## src/rtl/retire_unit_pkg.sv

```systemverilog
`default_nettype none
// ============================================================================
// Module   : retire_unit_pkg
// Brief    : Shared sizing constants and types for the in-order retire stage.
// Revision : 1.0
// ============================================================================
package retire_unit_pkg;

  localparam int XLEN_DEF      = 32;
  localparam int ROB_SZ        = 15;
  localparam int NUM_ARCH_REGS = 32;

  // Tag 0 is reserved as "invalid", so the tag space must cover ROB_SZ+1 codes.
  localparam int ROB_TAG_W_DEF = $clog2(ROB_SZ + 1);
  localparam int REG_IDX_W_DEF = $clog2(NUM_ARCH_REGS);

  typedef enum logic [1:0] {
    RUN    = 2'd0,
    DRAIN  = 2'd1,
    HALTED = 2'd2
  } RETIRE_STATE;

  typedef struct packed {
    logic                     we;
    logic [REG_IDX_W_DEF-1:0] waddr;
    logic [XLEN_DEF-1:0]      wdata;
  } RT_RF_PACKET;

endpackage
`default_nettype wire

```

## src/rtl/retire_counter.sv

```systemverilog
`default_nettype none
// ============================================================================
// Module   : retire_counter
// Brief    : 64-bit enable-gated counter with synchronous active-low clear.
// Revision : 1.0
// ============================================================================
module retire_counter (
  input  logic        clock,
  input  logic        clear_n,
  input  logic        enable,
  output logic [63:0] count
);

  logic [63:0] r_count;

  always_ff @(posedge clock) begin
    if (!clear_n) begin
      r_count <= 64'd0;
    end else if (enable) begin
      r_count <= r_count + 64'd1;
    end
  end

  assign count = r_count;

endmodule
`default_nettype wire

```

## src/rtl/retire_unit.sv

```systemverilog
`default_nettype none
// ============================================================================
// Module   : retire_unit
// Brief    : In-order commit of the ROB head: regfile write, map clear,
//            mispredict squash/redirect with drain, halt/illegal termination.
// Revision : 1.0
// ============================================================================
module retire_unit
  import retire_unit_pkg::*;
#(
  parameter int XLEN      = XLEN_DEF,
  parameter int ROB_TAG_W = ROB_TAG_W_DEF,
  parameter int REG_IDX_W = REG_IDX_W_DEF
) (
  input  logic                 clock,
  input  logic                 reset,
  input  logic                 head_valid,
  input  logic                 head_complete,
  input  logic [ROB_TAG_W-1:0] head_tag,
  input  logic                 head_has_dest,
  input  logic [REG_IDX_W-1:0] head_dest_reg,
  input  logic [XLEN-1:0]      head_value,
  input  logic                 head_mispredict,
  input  logic [XLEN-1:0]      head_branch_target,
  input  logic                 head_halt,
  input  logic                 head_illegal,
  input  logic                 rob_empty,
  output logic                 retire_ack,
  output logic                 rf_we,
  output logic [REG_IDX_W-1:0] rf_waddr,
  output logic [XLEN-1:0]      rf_wdata,
  output logic                 map_clear_valid,
  output logic [ROB_TAG_W-1:0] map_clear_tag,
  output logic                 squash,
  output logic                 redirect_valid,
  output logic [XLEN-1:0]      redirect_pc,
  output logic                 draining,
  output logic                 halted,
  output logic                 halt_illegal,
  output logic [63:0]          retired_count
);

  RETIRE_STATE r_state;
  RETIRE_STATE w_state_next;

  logic w_retire_fire;
  logic w_terminate;
  logic w_mispredict_fire;
  logic w_rf_we_next;

  RT_RF_PACKET          r_rf;
  logic                 r_map_clear_valid;
  logic [ROB_TAG_W-1:0] r_map_clear_tag;
  logic                 r_squash;
  logic [XLEN-1:0]      r_redirect_pc;
  logic                 r_halted;
  logic                 r_halt_illegal;

  // State register
  always_ff @(posedge clock) begin
    if (!reset) begin
      r_state <= RUN;
    end else begin
      r_state <= w_state_next;
    end
  end

  // Next-state logic; illegal and halt outrank a mispredict on the same entry
  always_comb begin
    w_state_next = r_state;
    case (r_state)
      RUN: begin
        if (w_retire_fire) begin
          if (head_illegal || head_halt) begin
            w_state_next = HALTED;
          end else if (head_mispredict) begin
            w_state_next = DRAIN;
          end
        end
      end
      DRAIN: begin
        if (rob_empty) begin
          w_state_next = RUN;
        end
      end
      HALTED:  w_state_next = HALTED;
      default: w_state_next = RUN;
    endcase
  end

  // Output decode
  always_comb begin
    w_retire_fire     = (r_state == RUN) && head_valid && head_complete;
    w_terminate       = w_retire_fire && (head_illegal || head_halt);
    w_mispredict_fire = w_retire_fire && !head_illegal && !head_halt && head_mispredict;
    w_rf_we_next      = w_retire_fire && head_has_dest && (head_dest_reg != '0);
    retire_ack        = w_retire_fire;
    draining          = (r_state == DRAIN);
  end

  // Registered commit side effects; data fields hold when nothing fires
  always_ff @(posedge clock) begin
    if (!reset) begin
      r_rf              <= '0;
      r_map_clear_valid <= 1'b0;
      r_map_clear_tag   <= '0;
      r_squash          <= 1'b0;
      r_redirect_pc     <= '0;
      r_halted          <= 1'b0;
      r_halt_illegal    <= 1'b0;
    end else begin
      r_rf.we           <= w_rf_we_next;
      r_map_clear_valid <= w_retire_fire;
      r_squash          <= w_mispredict_fire;
      if (w_retire_fire) begin
        r_rf.waddr      <= head_dest_reg;
        r_rf.wdata      <= head_value;
        r_map_clear_tag <= head_tag;
      end
      if (w_mispredict_fire) begin
        r_redirect_pc <= head_branch_target;
      end
      if (w_terminate) begin
        r_halted       <= 1'b1;
        r_halt_illegal <= head_illegal;
      end
    end
  end

  retire_counter u_retire_counter (
    .clock   (clock),
    .clear_n (reset),
    .enable  (w_retire_fire),
    .count   (retired_count)
  );

  assign rf_we           = r_rf.we;
  assign rf_waddr        = r_rf.waddr;
  assign rf_wdata        = r_rf.wdata;
  assign map_clear_valid = r_map_clear_valid;
  assign map_clear_tag   = r_map_clear_tag;
  assign squash          = r_squash;
  assign redirect_valid  = r_squash;
  assign redirect_pc     = r_redirect_pc;
  assign halted          = r_halted;
  assign halt_illegal    = r_halt_illegal;

endmodule
`default_nettype wire

```

## config.mk

```make
export PLATFORM = sky130hd
export DESIGN_NAME = retire_unit
export DESIGN_NICKNAME = d
export VERILOG_FILES = /design/src/rtl/retire_unit_pkg.sv /design/src/rtl/retire_counter.sv /design/src/rtl/retire_unit.sv
export SDC_FILE = /design/constraint.sdc
export NUM_CORES = 1
export LEC_CHECK = 0
export ABC_AREA = 1
export ABC_CLOCK_PERIOD_IN_PS = 1450
export BUFFER_PORTS_ARGS = -buffer_cell sky130_fd_sc_hd__buf_4
export CORE_ASPECT_RATIO = 0.9
export CORE_MARGIN = 2
export CORE_UTILIZATION = 27
export DETAILED_ROUTE_END_ITERATION = 8
export HOLD_SLACK_MARGIN = 0.02
export PLACE_DENSITY = 0.47
export SLEW_MARGIN = 20
export SYNTH_ARGS = -nofsm -noshare
export SYNTH_HDL_FRONTEND = slang
export SYNTH_SLANG_ARGS = --single-unit
```

## constraint.sdc

```tcl
create_clock -name clock -period 1.45 [get_ports clock]
set_input_delay 0.3625 -clock clock [delete_from_list [all_inputs] [get_ports clock]]
set_output_delay 0.3625 -clock clock [all_outputs]
set_load 0.02 [all_outputs]
```

After elaboration in Yosys (flattened, before gate mapping)
Cells that the tools add are included.

cells by class
  divide/modulo/power cells = 0
  $lt $le $gt $ge = 0
  $add $sub $neg = 1
  shift-type cells = 0
  reductions and logical operators = 14
  multipliers = 0
  equal/unequal tests = 5
  muxes and demuxes = 5
  bitwise logic cells = 0

operators by type and width
  kind                                                                     count
  64-bit by 1-bit adder with 64-bit output, second input constant          1
  1-bit logical AND                                                        8
  2-bit 2-to-1 mux                                                         4
  2-bit case mux with 3 select lines                                       1
  5-bit nonzero test                                                       1
  2-bit inequality test, second input constant                             2
  3-bit by 2-bit inequality test with 1-bit output, second input constant  1
  3-bit AND reduction                                                      1
  2-bit by 1-bit == test with 1-bit output, second input constant          1
  2-bit == test, second input constant                                     1
  1-bit zero test                                                          2
  2-bit zero test                                                          1
  1-bit logical OR                                                         1

word-level totals
  bits in latches = 0
  memories = 0
  RAM bits = 0
  logic and storage cells = 36
  register bits = 144
  ROM bits = 0
  output and inout port bits = 145

Logic depth before layout (Yosys ltp)
  depth after elaboration = 6
  mapped depth = 11
  depth with buffers taken out = 10

Modules after synthesis
A second synthesis with hierarchy kept.

unflattened totals
  cells, all modules = 1052
  area, all modules = 6964.2 um^2

modules (own cells, without submodules)
  module          cells an instance  area an instance (um^2)  sequential area each (um^2)  instances
  retire_counter  619                3839.9                   1281.2                       1
  retire_unit     433                3124.2                   1601.5                       1

Worst setup path after synthesis
OpenSTA, ideal clock, no wires.

  path type = flip-flop to flip-flop
  start = register u_retire_counter.r_count[1], in the netlist u_retire_counter.count[1]
  end = register u_retire_counter.r_count[56], in the netlist u_retire_counter.count[56]
  setup slack = -0.208 ns
  required time = 1.335 ns
  clock period less this slack = 1.658 ns
  path buffers = 0
  data arrival time = 1.543 ns
  stages on the path, launching flop included = 11
  path through = dfxtp_1 ha_1 inv_1 nor2_4 nand2_4 nor2_4 nand2_1 nor2_2 nand3_1 nand2_1 nor2_1

between the ends
  word-level cells in the longest chain between the ends = 1

ends and longest elaborated chain
  item                                      line                  RTL
  from (decl)                               retire_counter.sv:14  logic [63:0] r_count;
  from (signal assigned)                    retire_counter.sv:20  r_count <= r_count + 64'd1;
  64-bit by 1-bit adder with 64-bit output  retire_counter.sv:20

Every way passes these cells.
A chain may end at the register's enable or synchronous reset.

Final worst setup path
  start = register r_state[0]
  end = output draining

between the ends
  word-level cells in the longest chain between the ends = 1

ends and longest elaborated chain
  item                                      line               RTL
  from (decl)                               retire_unit.sv:43  RETIRE_STATE r_state;
  from (signal assigned)                    retire_unit.sv:64  r_state <= w_state_next;
  2-bit by 1-bit == test with 1-bit output  retire_unit.sv:98  draining = (r_state == DRAIN);
  to (decl)                                 retire_unit.sv:37  output logic draining,

Every way passes these cells.

==> reports/results.ini <==
[layout]
fin_nets = 1494
drive_above_1_share_pct = 50.0
antenna_cells = 0
layout_commonest_cell = buf_4
n_fill_cell = 2442
stdcell_area_mm2 = 0.0121
area_delta_synth_final_pct = 80.8
mostFrequentLayoutCells = buf_4 (353), nor2_1 (236), nand2_1 (140)

[timing]
rsz0062_at_grt = yes
finalHoldViolCount = 0
whs_ps = 145
setup_slack_ps = -161
skew_ps = 14.2
final-setup-viol-count = 81
drv_slew = 0
tightest_slew_ps = 302
finalCriticalPeriod_ps = 1610
max_freq_mhz = 621
max_slew_margin_pct = 79.7
finalSetupTns_ps = -6510
fin_crit_sh_pct = 111

[route]
first_pass_iters = 7
vias = 7799
drtIter0Drc = 395
wirelength_um = 26000
via_per_inst = 4.50
drc_errors = 0
drt-wirelength-per-cell_um = 15.0
final_antenna_net_count = 0

[global_route]
antenna_found_initial = 0
track_usage_pct = 19.5
grt_pass1_vias = 7378
grt_max_degree = 56
grt_first_pass_wirelength_um = 39700
grt_overflow = 0

[synth]
synthCells = 988
yosys_warnings = 0
synth_nets = 1071
ys_seq_area_share_pct = 43.0
avgSynthCellArea_um2 = 6.78
ys_seq_elements = 144
synth_area_mm2 = 0.00670
synth_cell_types = 37

[placement]
post-place-ws_ps = -227
gp_congestion = 0.860
portBuffers = 226
place_hpwl_um = 19200
place_area_mm2 = 0.0101

[outcome]
violations = setup timing
outcome = finished, violations left

[die]
die-area_mm2 = 0.0261
io_pins = 227
start_util_pct = 27.5
coreArea_mm2 = 0.0243
die_y_um = 153
die_width_um = 170
num_rows = 54

[clocking]
cts_max_level = 4
cts.sinks = 144
cts_root_buf = clkbuf_16
cts_inserted_buffers = 17
postCtsHoldBufs = 0
tritoncts = yes
clk_latency_ps = 430
clock_path_buffers = 2
path_clk_slew_ps = 80

[setup_path]
crit_arrival_ps = 1250
cp_max_fo = 2
start_kind = flip-flop
cpLargestDelayFamily = flip-flops
cp.buffers_inverters = 3
worst-endpoint-required_ps = 1090
path_cells = inv_2 -> buf_4 -> nor2_4 -> buf_6
critPathSlowestCell = dfxtp_2
endpoint_kind = primary output
slowest_delay_ps = 360
criticalPathCategory = reg2out

[job]
cap_violations = 0

[worst_hold_path]
hold_class = in2reg

[power]
p_seq_share_pct = 42.6
clock_power_share_pct = 47.0
leakagePower_nw = 5.47
powerDensity_mw_per_mm2 = 791
power_switching_mw = 2.63
finalPower_mw = 9.58
intPower_mw = 6.95
swShare_pct = 27.4
peakVddDrop_uv = 514
combPwrFrac_pct = 10.4

## worst min-delay path, delay by kind of cell
kind / cells / cell delay, ps
buffers and inverters: 1 / 80
and+or+nand+nor: 2 / 110
## power groups by stage
stage / clock [mW] / sequential, mW / combinational [mW]
global route: 4.79 / 4.10 / 1.08
global placement: 0 / 4.21 / 0.937
detailed placement: 0 / 4.22 / 0.940
floorplan: 0 / 4.35 / 0.296
finish: 4.50 / 4.08 / 0.993
CTS: 4.61 / 4.11 / 0.967
## synth_stat cells, drive strengths merged
cell type	n	area (µm²)
a21o	1	7.51
a21oi	30	150
a31oi	2	12.5
and2	2	12.5
and3	1	6.26
buf	11	63.8
clkbuf	23	86.3
dfxtp	144	2880
ha	1	12.5
inv	81	304
nand2	179	717
nand3	49	250
nand3b	1	7.51
nand4	28	175
nor2	317	1330
nor3	14	113
nor3b	2	20.0
nor4	1	6.26
o21a	1	7.51
o21ai	91	455
o21bai	1	7.51
xnor2	5	43.8
xor2	3	26.3
## cells by family after synthesis
| kind of cell | share of synthesized area, % |
|---|---|
| flops | 43.0 |
| simple gates | 39.4 |
| buf+inv | 6.78 |
| compound gates | 9.56 |
| xor+xnor | 1.05 |
| fa+ha+maj | 0.187 |
## worst paths after layout
kind	startpoint	end	slack [ps]	cells past startpoint
setup reg to reg	u_retire_counter.count[0]	u_retire_counter.count[12]	-150	10
hold reg to reg	halted	halted	450	2
setup / recovery	r_state[0]	draining	-160	4
hold / removal	head_branch_target[1]	redirect_pc[1]	150	3
## final cells by class
cell class | instances | area, µm² | share of cell area (%)
inverters | 81 | 313 | 2.58
clock inverters | 15 | 168 | 1.38
multi-input cells | 729 | 4080 | 33.7
clock buffers | 17 | 425 | 3.51
flip-flops and latches | 144 | 3030 | 25.0
repair buffers | 438 | 3710 | 30.6
well taps | 308 | 385 | 3.18
## stage by stage
step | instances | utilization (%)
final | 1732 | 49.8
after global routing | 1732 | 49.8
after CTS | 1712 | 46.5
after detailed placement | 1663 | 41.6
after global placement | 1663 | 41.6
after floorplan | 988 | -
## state kept, by name, indices dropped and copies added, names as in the netlist
register and count:
u_retire_counter.count 64, map_clear_tag 4, redirect_valid 1, rf_wdata 32
rf_we 1, map_clear_valid 1, rf_waddr 5, halt_illegal 1
r_state 2, halted 1, redirect_pc 32
## routing by layer
metal	routed length (µm)	share of wire, %	up-vias	global-route usage [%]
li1	-	-	4022	-
met1	12300	47	3598	26.8
met2	12100	46	161	30.8
met3	1270	4.9	18	5.02
met4	323	1.2	0	4.40
met5	0	0	-	0
## repair_timing
| item | 4_1_cts | 5_1_grt |
|---|---|---|
| setup buffers | 19 | 24 |
| resized for setup | 144 | 186 |
| pin swaps | 40 | 59 |
| setup endpoints to repair | 79 | 152 |
No activity file was read; power rests on OpenSTA's default activity.
